===== src/rtl/pc_sequencer.sv =====
// Fetch-stage program counter owner: one prioritized, registered path for every PC change
// (settle window, redirect, stall, sequential advance with end-of-memory wrap).
module pc_sequencer #(
    parameter int unsigned WIDTH       = 32,
    parameter int unsigned PC_LIMIT    = 36,
    parameter int unsigned HOLD_CYCLES = 1
) (
    input  logic             Clk,
    input  logic             Reset,
    input  logic             Stall,
    input  logic             BranchTaken,
    input  logic [WIDTH-1:0] BranchTarget,
    input  logic             Jump,
    input  logic [WIDTH-1:0] JumpTarget,
    output logic [WIDTH-1:0] PC,
    output logic             Valid,
    output logic             Flush,
    output logic [1:0]       State
);

    localparam int unsigned CNT_W = 4;
    localparam logic [WIDTH:0]   LIMIT      = (WIDTH+1)'(PC_LIMIT);
    localparam logic [WIDTH-1:0] ALIGN_MASK = ~WIDTH'(3);
    localparam logic [CNT_W-1:0] HOLD_INIT  = CNT_W'(HOLD_CYCLES);

    typedef enum logic [1:0] {
        ST_HOLD  = 2'd0,
        ST_RUN   = 2'd1,
        ST_STALL = 2'd2
    } state_t;

    state_t            state_q, state_nx;
    logic [CNT_W-1:0]  cnt_q, cnt_nx;
    logic [WIDTH-1:0]  pc_nx;
    logic              valid_nx;
    logic              flush_nx;
    logic [WIDTH:0]    seq_sum;

    // Any candidate past the memory bound, or one that carried out of WIDTH bits, restarts at 0.
    function automatic logic [WIDTH-1:0] bound(input logic [WIDTH:0] cand);
        bound = (cand[WIDTH] || (cand >= LIMIT)) ? '0 : cand[WIDTH-1:0];
    endfunction

    assign seq_sum = {1'b0, PC} + (WIDTH+1)'(4);

    always_ff @(posedge Clk) begin
        if (Reset) begin
            state_q <= ST_HOLD;
            cnt_q   <= HOLD_INIT;
            PC      <= '0;
            Valid   <= 1'b0;
            Flush   <= 1'b0;
        end else begin
            state_q <= state_nx;
            cnt_q   <= cnt_nx;
            PC      <= pc_nx;
            Valid   <= valid_nx;
            Flush   <= flush_nx;
        end
    end

    assign State = state_q;

    always_comb begin
        state_nx = state_q;
        cnt_nx   = cnt_q;
        pc_nx    = PC;
        valid_nx = Valid;
        flush_nx = 1'b0;

        case (state_q)
            ST_HOLD: begin
                // Settle window: inputs ignored, PC pinned to 0 until the counter drains.
                pc_nx    = '0;
                valid_nx = 1'b0;
                if (cnt_q == '0) begin
                    state_nx = ST_RUN;
                    valid_nx = 1'b1;
                end else begin
                    cnt_nx = cnt_q - CNT_W'(1);
                end
            end
            ST_RUN, ST_STALL: begin
                valid_nx = 1'b1;
                state_nx = ST_RUN;
                if (Jump) begin
                    pc_nx    = bound({1'b0, JumpTarget & ALIGN_MASK});
                    flush_nx = 1'b1;
                end else if (BranchTaken) begin
                    pc_nx    = bound({1'b0, BranchTarget & ALIGN_MASK});
                    flush_nx = 1'b1;
                end else if (Stall) begin
                    state_nx = ST_STALL;
                end else begin
                    pc_nx = bound(seq_sum);
                end
            end
            default: begin
                state_nx = ST_HOLD;
                cnt_nx   = HOLD_INIT;
                pc_nx    = '0;
                valid_nx = 1'b0;
            end
        endcase
    end

endmodule


===== config.mk =====
export PLATFORM = sky130hd
export DESIGN_NAME = pc_sequencer
export DESIGN_NICKNAME = d
export VERILOG_FILES = /design/src/rtl/pc_sequencer.sv
export SDC_FILE = /design/constraint.sdc
export NUM_CORES = 1
export LEC_CHECK = 0
export CORE_ASPECT_RATIO = 0.8
export CORE_MARGIN = 3
export CORE_UTILIZATION = 38
export DETAILED_ROUTE_END_ITERATION = 16
export MAX_ROUTING_LAYER = met4
export PLACE_DENSITY = 0.89
export SYNTH_ARGS = -nofsm -noshare
export SYNTH_HDL_FRONTEND = slang
export SYNTH_SLANG_ARGS = --single-unit

===== constraint.sdc =====
create_clock -name Clk -period 2.6 [get_ports Clk]
set_input_delay 0.52 -clock Clk [delete_from_list [all_inputs] [get_ports Clk]]
set_output_delay 0.52 -clock Clk [all_outputs]
set_load 0.03 [all_outputs]

Yosys cells after proc, flatten, opt, wreduce, memory -nomap -nowiden:

Index checks and enable logic that the tools add are counted.

* register bits: 40
* output and inout port bits: 36
* word-level logic and storage cells: 39

* $add $sub $neg: 2
* order comparisons: 3
* equal/unequal tests: 5
* multiplexer cells: 17
* bitwise gates (word level): 1
* reduce and logical (&&, ||, !) cells: 6

Operators by type and width (number)
* $mux W32: 6
* $ge A32 B6 Y1 const B: 2
* $add A32 B3 Y33 const B: 1
* $ge A33 B6 Y1 const B: 1
* $mux W2: 4
* $pmux W4 S2: 1
* $logic_not A4 Y1: 1
* $mux W4: 1
* $ne A2 B2 Y1 const B: 2
* $pmux W2 S2: 1
* $reduce_or A2 Y1: 2
* $sub A4 B1 Y4 const B: 1
* $mux W1: 3
* $ne A3 B1 Y1 const B: 1
* $eq A2 B1 Y1 const B: 1
* $eq A2 B2 Y1 const B: 1
* $logic_not A2 Y1: 1
* $pmux W1 S2: 1
* $reduce_and A2 Y1: 1
* $logic_or A1 B1 Y1: 1
* $not A1 Y1: 1

Longest topological paths before layout:

Gate-level depths: netlist of the first run.

* depth after elaboration: 7
* depth in mapped cells: 9
* depth with buffers taken out: 9

Least setup slack after synthesis of the first run:

No wires, ideal clock.

* kind: reg2reg
* from: register PC[3]
* to: register PC[4]
* setup time: 93 ps
* arrival: 2807 ps
* required time: 2507 ps
* setup slack: -301 ps
* stages on the path, launching flop included: 10
* period minus slack after synthesis: 2901 ps
* cell sequence: dfxtp_1 -> ha_1 -> buf_2 -> nand4_1 -> or4_1 -> a22o_1 -> or4_4 -> nor4_4 -> nand2_2 -> o311ai_2

* longest elaborated chain between the ends: 7

RTL lines
* start, declared: RTL line 15 `output logic [WIDTH-1:0] PC,`
* start signal, assigned: RTL line 56 `PC <= pc_nx;`
* $add A32 B3 Y33 *: RTL line 44 `assign seq_sum = {1'b0, PC} + (WIDTH+1)'(4);`
* $ge A33 B6 Y1: RTL line 41 `bound = (cand[WIDTH] || (cand >= LIMIT)) ? '0 : cand[WIDTH-1:0];`
* $logic_or A1 B1 Y1: RTL line 41
* $mux W32 *: RTL line 41
* $mux W32 *: RTL line 92 `end else if (Stall) begin`
* $mux W32 *: RTL line 89 `end else if (BranchTaken) begin`
* $mux W32 *: RTL line 86 `if (Jump) begin`

Every way passes the cells marked *; elsewhere a longest branch is shown, timed or not. The select of a mux whose other input is x is not followed.
A chain may end at the register's enable or synchronous reset.

Worst setup path in the final report of the first run:

* from: register PC[2]
* to: register PC[4]

Same word-level chain as after synthesis.

==> run_results.csv, run 1 <==
group,metric,value,unit
critical_path,critical_path_arrival,2.77,ns
sta,unrepaired_setup_endpoints_after_global_routing,"yes",
layout,multi_input_comb_area,1470,um^2
clocking,worst_setup_hold_path_clk_slew,0.08,ns
global_route,number_of_antenna_violations_at_the_first_check_in_global_routing,0,
route,drt.antenna.violating_nets,0,
logic_synthesis,yosysWarningCount,0,
logic_synthesis,synth_async_sr_flop_share,0,%
logic_synthesis,yosysSeqAreaShare,33.1,%
route,detail_route.first_pass.iterations,5,
logic_synthesis,synth_flop_cell,"dfxtp_1",
route,residual_drc_count,0,
place,place_congestion,0.922,
logic_synthesis,netlist-cell-type-count,66,
power_and_ir_drop,power.switching_fraction,33.6,%
sta,finalSetupViolations,0,
route,wl,7750,um
critical_path,worstSetupEndpointType,"flop",
global_route,pin_count_of_the_biggest_net_entering_global_routing,30,
sta,finalClockSkew,0.0113,ns
critical_path,critical_setup_path_class,"flop to flop",
global_route,gr-usage-all-layers,21.9,%
route,post_drt_via_cell_ratio,5.66,
sta,fin_crit_sh,98.5,%
die,die_x,92.9,um
logic_synthesis,post_synth_design_cell_area,2300,um^2
power_and_ir_drop,switchingPower,577,uW
outcome,run_status,"completed",
layout,antenna_cells_inserted,0,
clocking,htree_num_levels,2,
sta,max_freq,390,MHz
layout,n_fill_cell,469,
layout,layout.core_utilization,65.4,%
clocking,cts_tree,"yes",
sta,finalHoldViolations,0,
power_and_ir_drop,power,1.72,mW
clocking,cts.hold.buffers_added,0,
sta,max-slew-margin-rel,58.3,%
die,die_area,7020,um^2
place,buffer_ports.inserted,98,
power_and_ir_drop,cell_internal_pwr,1.14,mW
logic_synthesis,number_of_storage_elements_in_the_synthesis_netlist,38,
clocking,clock-sinks,38,
clocking,clockBufferDepth,2,
clocking,cts_made_buffers,5,
die,number_of_rows_created_at_floorplan,24,
layout,drive_above_1_share,18.0,%
global_route,gr-total-overflow,0,
sta,slew_viol_final,0,
place,dpl.cell_count,462,
sta,min_period,2.56,ns
critical_path,worstPathCellList,"ha_4, buf_4, nand3_1, nor4_1, nand4_1, a32o_1, nor4_4, nand2_2, o311ai_2",
power_and_ir_drop,power.static_leakage,1.37,nW
layout,finalNonFillerCells,477,
hold_path,holdCritPathClass,"flop to flop",
logic_synthesis,synth.top_cells.by_area,"dfxtp_1 (33%), and2_1 (6.5%), nor4_1 (4.1%)",
route,wl_per_cell,16.3,um
critical_path,setup.worst_path.start_class,"flop",
global_route,grt_pass1_wl,11900,um
power_and_ir_drop,comb_power_share,35.0,%
die,chipHeight,75.5,um
logic_synthesis,synth_edf_count,0,
sta,postLayoutSetupSlackWorst,0.0384,ns
critical_path,crit_slowest_cell,"nor4_1",
logic_synthesis,synth_cells,271,
logic_synthesis,synth_area_per_cell,8.48,um^2
critical_path,worst-path-max-fanout,7,
place,detailed_place.area,3510,um^2
route,via_count,2700,
power_and_ir_drop,power_density,465,nW/um^2
job,maxCapViolations,0,
die,coreArea,5650,um^2
logic_synthesis,synth_area_leader_cell,"dfxtp_1",
power_and_ir_drop,seq_power_share,39.4,%
logic_synthesis,synth_top_area_share,33.1,%
sta,tightest_slew,0.620,ns
layout,layout-area-overhead-vs-synth,60.7,%
critical_path,cpPeakStageDelay,0.49,ns
place,hpwlAfterDp,5720,um
global_route,via_count_of_the_first_global_routing_pass,2609,
layout,final-seq-area,778,um^2
layout,area_of_all_placed_cells_without_fillers,3690,um^2
die,initial_core_util,40.7,%
layout,layout.nets,472,
die,design.portCount,105,
critical_path,required,2.81,ns
clocking,clockRootBuffer,"clkbuf_8",
route,drt_iter0_markers,161,
power_and_ir_drop,power.ir.vdd_worst,0.222,mV
place,placement.setup.worst_slack,-0.178,ns
power_and_ir_drop,share_clk_of_total_power,25.6,%
clocking,clk-insertion-delay-late,0.30,ns
[what timing repair did]
item                                    CTS  global route
buffers inserted                          0             7
endpoints found under the setup margin    0             4
gates resized for setup                   0             5
[critical path, delay by kind of cell (launching register included)]
| family | cells | cell delay (ns) |
|---|---|---|
| simple gates | 5 | 1.24 |
| compound gates | 2 | 0.53 |
| flops | 1 | 0.40 |
| fa+ha+maj | 1 | 0.17 |
| buf+inv | 1 | 0.14 |
[cell usage after synthesis (3+ instances only)]
| library cell | count |
|---|---|
| nand2_1 | 13 |
| nor4b_1 | 5 |
| nor4_1 | 15 |
| nor3_1 | 15 |
| o21ai_0 | 5 |
| nor2_1 | 18 |
| inv_1 | 7 |
| and4_2 | 3 |
| nand3_1 | 8 |
| dfxtp_1 | 38 |
| xnor2_1 | 8 |
| a21o_1 | 4 |
| nand2b_1 | 5 |
| and2_1 | 24 |
| nor2b_1 | 3 |
| ha_1 | 5 |
| a21oi_1 | 15 |
| nand4_1 | 10 |
| buf_4 | 3 |
| clkbuf_1 | 4 |
| or4_1 | 3 |
[cell type report]
| class | instances | share of cell area (%) |
|---|---|---|
| sequential | 38 | 21.1 |
| timing repair buffer | 130 | 33.2 |
| multi-input combinational | 216 | 39.8 |
| tap | 78 | 2.64 |
| clock buffer | 6 | 2.24 |
| clock inverter | 2 | 0.339 |
| inverter | 7 | 0.712 |
[power groups by stage]
stage	clock, mW	combinational [mW]	sequential, mW
after floorplan	0	0.303	0.727
after global placement	0	0.554	0.683
after detailed placement	0	0.580	0.688
after CTS	0.445	0.583	0.674
after global routing	0.467	0.667	0.683
final	0.439	0.602	0.677
[layout by cell type, fill, tap and decap left out, drive strengths merged, types with 3 or more instances in the layout]
cell type	Yosys	routed
a21oi	15	15
xnor2	8	8
and2	28	28
dfxtp	38	38
or4	4	4
clkdlybuf4s50	0	98
nand2	14	14
or3	3	3
o21ai	5	5
clkbuf	4	6
buf	7	32
a21o	4	4
and4	4	4
nor3	15	15
inv	7	7
nor2b	3	3
nand3	9	9
nor4b	5	5
nand2b	5	5
nor4	17	17
nor2	18	18
ha	5	5
nand4	12	12
[worst paths after layout]
check        startpoint  endpoint  slack (ns)  depth (start not counted)
max reg2reg       PC[2]     PC[4]        0.04                          9
min reg2reg    cnt_q[2]  cnt_q[2]        0.52                          2
min            cnt_q[2]  cnt_q[2]        0.52                          2
max               PC[2]     PC[4]        0.04                          9
[kinds of logic (layout without fill, tap and decap cells)]
kind of cell | Yosys count | after routing | share of synthesized area, %
other | 1 | 2 | 0.163
muxes | 2 | 2 | 0.871
AOI/OAI and AO/OA | 48 | 48 | 15.0
DFF | 38 | 38 | 33.1
and+or+nand+nor | 150 | 150 | 40.5
adders and majority gates | 5 | 5 | 2.72
xor gates and xnor gates | 9 | 9 | 3.43
buffers and inverters | 18 | 145 | 4.19
[through the flow]
step	TNS [ns]	hold WS, ns
4_1_cts	0	0.512
2_1_floorplan	-0.0364	0.460
6_report	0	0.516
3_3_place_gp	-0.288	0.478
5_1_grt	-0.198	0.529
3_5_place_dp	-0.455	0.495
[flip-flops by register name (all words and copies together) (netlist names)]
signal and flops:
cnt_q 4, PC 30, Valid 1, State 2, Flush 1
[metal layers]
layer	up-vias	share of wire (%)	GRT usage, %
li1	1271	-	-
met1	1277	41	26.2
met2	129	49	38.2
met3	23	7.1	3.75
met4	0	2.7	6.83
met5	-	0	-
(Power assumes the default switching activity.)
==> run 2, diff against run 1 <==
- GPL_ROUTABILITY_DRIVEN: not set -> 0
==> results of run 2 <==
No change in the layout: final DEF, timing and power equal those of run 1.
==> run 3, diff against run 2 <==
- CELL_PAD_IN_SITES_DETAIL_PLACEMENT: not set -> 0
- CELL_PAD_IN_SITES_GLOBAL_PLACEMENT: not set -> 1
- CORE_UTILIZATION: 38 -> 27
==> run_results.csv, run 3 (synthesis results as in run 1) <==
group,metric,value,unit
power_and_ir_drop,power.ir.vdd_worst,0.243,mV
power_and_ir_drop,seq_power_share,40.6,%
global_route,via_count_of_the_first_global_routing_pass,2486,
die,initial_core_util,28.4,%
layout,top_register,"PC",
clocking,worst_setup_hold_path_clk_slew,0.09,ns
die,coreArea,8090,um^2
critical_path,setup.worst_path.start_class,"flop",
layout,layout.nets,476,
die,die_area,9660,um^2
sta,finalHoldViolations,0,
power_and_ir_drop,power_density,436,nW/um^2
power_and_ir_drop,comb_power_share,35.0,%
critical_path,ff_to_ff_setup_slack,0.06,ns
sta,slew_viol_final,0,
layout,layout-area-overhead-vs-synth,65.3,%
critical_path,cpPeakStageDelay,0.49,ns
place,hpwlAfterDp,5870,um
die,chipHeight,88.5,um
layout,antenna_cells_inserted,0,
power_and_ir_drop,share_clk_of_total_power,24.5,%
global_route,grt_pass1_wl,11500,um
die,design.portCount,105,
clocking,clk-insertion-delay-late,0.30,ns
clocking,htree_num_levels,2,
critical_path,required,2.80,ns
global_route,gr-usage-all-layers,15.3,%
route,residual_drc_count,0,
clocking,cts.hold.buffers_added,0,
route,via_count,2548,
critical_path,critical_path.most_common_cell,"or4_4",
sta,finalClockSkew,0.0150,ns
hold_path,holdCritPathClass,"flop to flop",
clocking,clock-sinks,38,
clocking,cts_made_buffers,5,
global_route,number_of_antenna_violations_at_the_first_check_in_global_routing,0,
critical_path,crit_slowest_cell,"or4_4",
place,detailed_place.area,3620,um^2
critical_path,worst-path-max-fanout,5,
critical_path,worstSetupEndpointType,"flop",
power_and_ir_drop,cell_internal_pwr,1.11,mW
layout,layout_commonest_cell,"clkdlybuf4s50_1",
critical_path,critical_path_arrival,2.74,ns
power_and_ir_drop,power,1.66,mW
critical_path,critical_setup_path_class,"flop to flop",
job,maxCapViolations,0,
layout,drive_above_1_share,19.6,%
clocking,cts_tree,"yes",
route,wl_per_cell,14.1,um
route,post_drt_via_cell_ratio,4.99,
critical_path,worstPathCellList,"ha_4, nand4_1, or4_4, a22o_1, or4_4, nor4_4, nand2_2, o31ai_1",
power_and_ir_drop,power.switching_fraction,32.7,%
layout,final_cell_mix,"clkdlybuf4s50_1 (98), buf_4 (33), dfxtp_1 (28)",
place,buffer_ports.inserted,98,
power_and_ir_drop,power.static_leakage,1.40,nW
route,detail_route.first_pass.iterations,4,
die,number_of_rows_created_at_floorplan,29,
route,drt_iter0_markers,103,
sta,fin_crit_sh,97.9,%
power_and_ir_drop,switchingPower,542,uW
clocking,clockRootBuffer,"clkbuf_8",
outcome,run_status,"completed",
layout,area_of_all_placed_cells_without_fillers,3800,um^2
global_route,pin_count_of_the_biggest_net_entering_global_routing,30,
die,die_x,109,um
route,wl,7210,um
sta,max_freq,393,MHz
sta,finalSetupViolations,0,
route,drt.antenna.violating_nets,0,
global_route,gr-total-overflow,0,
sta,unrepaired_setup_endpoints_after_global_routing,"yes",
sta,min_period,2.54,ns
layout,n_fill_cell,788,
clocking,clockBufferDepth,2,
layout,largest_reg_flops,30,
[run 3: cell count changes in the layout (fill, tap and decap cells not counted), sizes merged]
cell    previous run  this run
buf               32        36
clkbuf             6         5
clkinv             1         2
[run 3: per-layer routing]
layer / global-route usage [%] / share of wire (%)
met5: - / 0
met4: 2.75 / 0.21
met3: 3.50 / 4.8
met2: 26.0 / 48
met1: 18.8 / 47
[run 3: timing repair]
item / in CTS / in global routing
gates cloned: 0 / 0
endpoints found under the setup margin: 2 / 4
gates resized for setup: 2 / 9
buffers inserted: 0 / 4
pin swaps: 0 / 2
[run 3: power by group through the flow]
stage / combinational (mW) / sequential (mW) / clock, mW
CTS: 0.574 / 0.671 / 0.414
detailed placement: 0.571 / 0.684 / 0
global route: 0.644 / 0.677 / 0.438
finish: 0.579 / 0.672 / 0.405
global placement: 0.562 / 0.681 / 0
floorplan: 0.303 / 0.727 / 0
[run 3: path summary, 6_finish.rpt]
kind / startpoint / endpoint / cells past startpoint
worst max-delay path: PC[2] / PC[2] / 8
worst min-delay path: cnt_q[2] / cnt_q[2] / 2
worst max register to register: PC[2] / PC[2] / 8
worst min register to register: cnt_q[2] / cnt_q[2] / 2
[run 3: metrics by stage]
stage / worst slack [ns] / std cells / util, % / TNS (ns) / hold WS, ns
final: 0.0554 / 511 / 46.9 / 0 / 0.506
after global routing: -0.0394 / 511 / 46.9 / -0.0880 / 0.533
after CTS: 0.00642 / 507 / 45.9 / 0 / 0.505
after detailed placement: -0.192 / 499 / 44.7 / -0.544 / 0.491
after global placement: -0.118 / 499 / 44.7 / -0.261 / 0.468
after floorplan: -0.0364 / 272 / - / -0.0364 / 0.460
[run 3: area by class of cell]
class | instances | area, um^2 | area share [%]
clock buffer | 5 | 68.8 | 1.81
clock inverter | 3 | 21.3 | 0.560
inverter | 7 | 26.3 | 0.692
multi-input combinational | 216 | 1500 | 39.4
sequential | 38 | 778 | 20.5
tap | 108 | 135 | 3.56
timing repair buffer | 134 | 1270 | 33.5
[run 3: critical path, delay by kind of cell, from the launching register on]
kind	cells	cell delay [ns]
adders and majority gates	1	0.16
AOI/OAI and AO/OA	2	0.48
and+or+nand+nor	5	1.42
DFF	1	0.39
